==> src/rtl/pipe_id_ex_stage.sv <==
// ID/EX pipeline stage with valid/ready handshake, 2-entry skid buffer and flush.
// Optional statistics counters are built when PIPE_STATS_EN is defined.
module pipe_id_ex_stage #(
    parameter int DATA_W = 26,
    parameter int PC_W   = 16,
    parameter int NREGS  = 13,
    parameter int CNT_W  = 16
) (
    input  logic                    clk,
    input  logic                    rst,
    input  logic                    flush,
    input  logic                    in_valid,
    output logic                    in_ready,
    input  logic [PC_W-1:0]         in_pc,
    input  logic [DATA_W-1:0]       in_rd1,
    input  logic [DATA_W-1:0]       in_rd2,
    input  logic [DATA_W-1:0]       in_imm,
    input  logic [NREGS*DATA_W-1:0] in_bank,
    output logic                    out_valid,
    input  logic                    out_ready,
    output logic [PC_W-1:0]         out_pc,
    output logic [DATA_W-1:0]       out_rd1,
    output logic [DATA_W-1:0]       out_rd2,
    output logic [DATA_W-1:0]       out_imm,
    output logic [NREGS*DATA_W-1:0] out_bank,
    output logic [CNT_W-1:0]        stall_cnt,
    output logic [CNT_W-1:0]        flush_cnt
);

    typedef struct packed {
        logic [PC_W-1:0]         pc;
        logic [DATA_W-1:0]       rd1;
        logic [DATA_W-1:0]       rd2;
        logic [DATA_W-1:0]       imm;
        logic [NREGS*DATA_W-1:0] bank;
    } pl_t;

    typedef enum logic [1:0] {
        EMPTY,
        ONE,
        FULL
    } state_t;

    state_t state;
    pl_t    main_q;
    pl_t    skid_q;
    pl_t    in_pl;
    logic   ready_q;
    logic   valid_q;
    logic   accept;
    logic   emit;

    assign in_pl  = {in_pc, in_rd1, in_rd2, in_imm, in_bank};
    assign accept = in_valid & ready_q;
    assign emit   = valid_q & out_ready;

    assign in_ready  = ready_q;
    assign out_valid = valid_q;
    assign out_pc    = main_q.pc;
    assign out_rd1   = main_q.rd1;
    assign out_rd2   = main_q.rd2;
    assign out_imm   = main_q.imm;
    assign out_bank  = main_q.bank;

    // ready/valid are registered alongside the state so in_ready never
    // depends combinationally on out_ready.
    always_ff @(posedge clk) begin
        if (rst || flush) begin
            state   <= EMPTY;
            main_q  <= '0;
            skid_q  <= '0;
            ready_q <= 1'b1;
            valid_q <= 1'b0;
        end else begin
            unique case (state)
                EMPTY: begin
                    if (accept) begin
                        state   <= ONE;
                        main_q  <= in_pl;
                        valid_q <= 1'b1;
                    end
                end
                ONE: begin
                    if (accept && emit) begin
                        main_q <= in_pl;
                    end else if (accept) begin
                        state   <= FULL;
                        skid_q  <= in_pl;
                        ready_q <= 1'b0;
                    end else if (emit) begin
                        state   <= EMPTY;
                        main_q  <= '0;
                        valid_q <= 1'b0;
                    end
                end
                FULL: begin
                    if (emit) begin
                        state   <= ONE;
                        main_q  <= skid_q;
                        skid_q  <= '0;
                        ready_q <= 1'b1;
                    end
                end
                default: begin
                    state   <= EMPTY;
                    main_q  <= '0;
                    skid_q  <= '0;
                    ready_q <= 1'b1;
                    valid_q <= 1'b0;
                end
            endcase
        end
    end

`ifdef PIPE_STATS_EN
    logic [CNT_W-1:0] stall_q;
    logic [CNT_W-1:0] flush_q;

    // Saturating counters; flush does not clear them.
    always_ff @(posedge clk) begin
        if (rst) begin
            stall_q <= '0;
            flush_q <= '0;
        end else begin
            if (valid_q && !out_ready && stall_q != '1) begin
                stall_q <= stall_q + CNT_W'(1);
            end
            if (flush && state != EMPTY && flush_q != '1) begin
                flush_q <= flush_q + CNT_W'(1);
            end
        end
    end

    assign stall_cnt = stall_q;
    assign flush_cnt = flush_q;
`else
    assign stall_cnt = '0;
    assign flush_cnt = '0;
`endif

endmodule

==> config.mk <==
export PLATFORM = sky130hd
export DESIGN_NAME = pipe_id_ex_stage
export DESIGN_NICKNAME = d
export VERILOG_FILES = /design/src/rtl/pipe_id_ex_stage.sv
export SDC_FILE = /design/constraint.sdc
export NUM_CORES = 2
export LEC_CHECK = 0
export ABC_AREA = 1
export CAP_MARGIN = 20
export CORE_MARGIN = 5
export CORE_UTILIZATION = 30
export CTS_BUF_LIST = sky130_fd_sc_hd__clkbuf_16
export DETAILED_ROUTE_END_ITERATION = 6
export PLACE_DENSITY = 0.52
export SKIP_CTS_REPAIR_TIMING = 1
export SLEW_MARGIN = 20
export SYNTH_ARGS = -nofsm -noshare
export SYNTH_HDL_FRONTEND = slang
export SYNTH_SLANG_ARGS = --single-unit
==> constraint.sdc <==
create_clock -name clk -period 1.8 [get_ports clk]
set_input_delay 0.18 -clock clk [delete_from_list [all_inputs] [get_ports clk]]
set_output_delay 0.18 -clock clk [all_outputs]
set_load 0.1 [all_outputs]
==> metrics list <==
- The synthesized netlist occupies a cell area of 44900 um^2.
* Core ar.: between 100000 and 150000 um^2
* Final Hold Slack: 0.162 ns
* Weighted congestion at the end of routability-driven global placement: 0.848
- The worst setup path is captured at a flip-flop.
- For the worst-skew pair, the clock arrives at the later sink with an insertion delay of 0.72 ns.
* CTS tree: done
* Final setup violation count: 0
- In this run the static leakage power is between 30 and 40 nW.
- Avg Cell Area, Syn: 6.01 um^2
* Detailed-router iteration count before antenna repair: 5
- Maximum capacitance violations: 0
- Measured along the y axis, the die boundary spans about 400 um.
- Async SR Flop Fraction: 0%
- The sequential cells in the finished layout cover a total of 17400 um^2.
- Areal power density over the cells: roughly 860 nW/um^2
* DRC violations left: 0
* Synth Register Bits: roughly 870
- Simple-Gate Fraction of Synth Area: 36.9%
- PortBufs: 870
* XOR/XNOR share of the synthesized area: 0%
* Post-detailed-route count of antenna-violating nets: 0
* CP max FO: 26
* Post-detailed-route wirelength per cell: 17.6 um
* Share of final-layout standard cells stronger than drive strength 1: approximately an eighth
- Distinct cell type count of the synthesized netlist: 20
- After the flow finishes, the layout carries non-filler instances totaling 10438.
- Post-synthesis to final-layout area growth: 38.4%
- Worst Path Arrival: around 2.4 ns
- Via count of the first global-routing pass: 43475
- Gate count after technology mapping: 7468
* Part of the Yosys area used for sequential elements: between 30 and 40%
- Pin count of the biggest net entering global routing: 81
- After Yosys synthesis, full adders, half adders and majority gates account for 0% of the synthesized area.
* Total Neg Setup Slack: 0 ns
- Summing over every cut layer, the via total after detailed routing is 47132.
- The worst path uses 98.2% of the clock period.
* Number of placed cells counting well taps: 10158
* HPWL Detailed: between 100000 and 150000 um
- Area fraction in compound gates after synthesis: slightly above 9%
- Number of buffers inserted during clock tree synthesis: 106
- Most common library cell in the layout ignoring fill and taps: sky130_fd_sc_hd__nand2_1
- The hold violation count in the final report came to 0.
- Status: finished clean
* Flop2flop setup slack: 0.03 ns
- Number of slew-limit violations in the final report: 0
- The Yosys step of the flow raised 0 warnings.
* Clock sink total: 868
- Once the floorplan was initialized, standard cells occupied 30.1% of the core.
- Drt initial violations: 2935
- Maximum count of clock buffers along a single path: 3
- Vias per cell: 4.52
* Total gr overflow: 0
- Chip width: 397 um
* Number of enable flip-flop cells after synthesis: 0
- Across every metal layer, demand over resource in global routing totals 20.9%.
- Library cell used as clock root buffer: sky130_fd_sc_hd__clkbuf_16
- RSZ-0062 raised after global routing: yes
* Min Clock Period, post-route: about 1.8 ns
* Element type at the critical path start: flip-flop
* Clk_skew: 0.0475 ns
- Full die area: about 160000 um^2
- Summing all multi-input logic gate instances after layout gives between 20000 and 25000 um^2.
- Routed WL: ~180000 um
- Pin placement for this block handled 903 I/O pins.
- Initial antenna violation count: 9
* Kind of path behind the tightest hold check: in -> reg
- Fill cells in the final layout number 15643.
- Htree depth: 3
* Global-route wire length before repair: 260000 um
* Top FF cell, synth: sky130_fd_sc_hd__dfxtp_1
* Commonest cells after routing, fill and taps aside: sky130_fd_sc_hd__nand2_1 (2764), sky130_fd_sc_hd__inv_1 (1145), sky130_fd_sc_hd__nor2_1 (1041), sky130_fd_sc_hd__dfxtp_1 (864), sky130_fd_sc_hd__buf_4 (663)
* Multiplexer share of the synthesized area: 0%
* Clock transition at the registers of the reported paths: approximately 0.06 ns
* Critical path required time: 2.44 ns
- For this run, the post-layout net count is 8838.
- Peak supply drop: between 0.0007 and 0.0008 V
* Largest family of logic cells by synthesized area: simple AND/OR/NAND/NOR gates
* Worst setup path category: reg -> reg
- Based on the critical path, the design can be clocked at up to around 570 MHz.
- Placement Rows: 142
[critical path, stage by stage (launching register included)]
cell and delay [ns]:
sky130_fd_sc_hd__dfxtp_4 0.37, sky130_fd_sc_hd__nand2_4 0.10, sky130_fd_sc_hd__nor2_4 0.15, sky130_fd_sc_hd__buf_12 0.13, sky130_fd_sc_hd__buf_16 0.24, sky130_fd_sc_hd__buf_16 0.20
sky130_fd_sc_hd__nand2_1 0.07, sky130_fd_sc_hd__nand3_1 0.16, sky130_fd_sc_hd__nand2_1 0.08, sky130_fd_sc_hd__a21oi_1 0.12
[routing by layer]
layer	track usage, %	vias to the layer above	routed length [um]
li1	-	24036	-
met1	26.0	21649	79300
met2	36.5	1165	88700
met3	3.46	270	9170
met4	7.43	12	6680
met5	0	-	73
[cell families after synthesis]
| logic type | Yosys count |
|---|---|
| AO/OA/AOI/OAI | 696 |
| other | 1 |
| AND/OR/NAND/NOR | 4265 |
| buffers and inverters | 1638 |
| flip-flops | 868 |
[registers in the layout, indices dropped and copies added (netlist names)]
name,flops
skid_q,432
out_bank,338
out_imm,26
out_rd1,26
out_rd2,26
out_pc,16
state,2
in_ready,1
out_valid,1
[layout make-up]
type / instances / share of cell area [%]
flip-flops and latches: 868 / 28.0
inverters: 1129 / 6.90
clock buffers: 106 / 4.27
repair inverters: 1 / 0.0141
clock inverters: 94 / 1.14
diodes: 1 / 0.00403
repair buffers: 1302 / 21.9
multi-input cells: 4993 / 33.8
well taps: 1944 / 3.92
[cell usage after synthesis, types with 2 or more instances]
master,count,area (um^2)
sky130_fd_sc_hd__clkbuf_1,183,687
sky130_fd_sc_hd__buf_6,6,67.6
sky130_fd_sc_hd__o21bai_1,257,1930
sky130_fd_sc_hd__buf_4,71,533
sky130_fd_sc_hd__o21ai_0,4,20.0
sky130_fd_sc_hd__inv_2,3,11.3
sky130_fd_sc_hd__nor2_1,1046,3930
sky130_fd_sc_hd__nand2_2,2,12.5
sky130_fd_sc_hd__nand3_1,437,2190
sky130_fd_sc_hd__buf_1,17,63.8
sky130_fd_sc_hd__buf_2,228,1140
sky130_fd_sc_hd__inv_1,1125,4220
sky130_fd_sc_hd__dfxtp_1,868,17400
sky130_fd_sc_hd__nand2_1,2779,10400
sky130_fd_sc_hd__a21oi_1,435,2180
sky130_fd_sc_hd__buf_8,3,45.0
[stage by stage]
stage	util [%]	area, um^2	power, W	worst slack (ns)
after floorplan	-	45000	0.0277	0.0807
after global placement	38.1	56800	0.0319	-0.378
after detailed placement	38.1	56800	0.0320	-0.398
after CTS	40.3	60200	0.0532	-0.136
after global routing	41.6	62100	0.0557	-0.0506
final	41.6	62100	0.0534	0.0329
[report_power, final]
part / internal [W] / total, W / switching [W]
logic: 0.00412 / 0.0122 / 0.00804
clock network: 0.0119 / 0.0210 / 0.00918
registers: 0.0198 / 0.0202 / 0.000396
[path summary, 6_finish.rpt]
path / start / end / cells after the start
worst max register to register: out_valid / out_bank[278] / 9
worst min-delay path: in_bank[243] / skid_q[243] / 5
worst max-delay path: out_valid / out_bank[278] / 9
worst min register to register: out_bank[38] / out_bank[38] / 2
(Power assumes the default switching activity.)
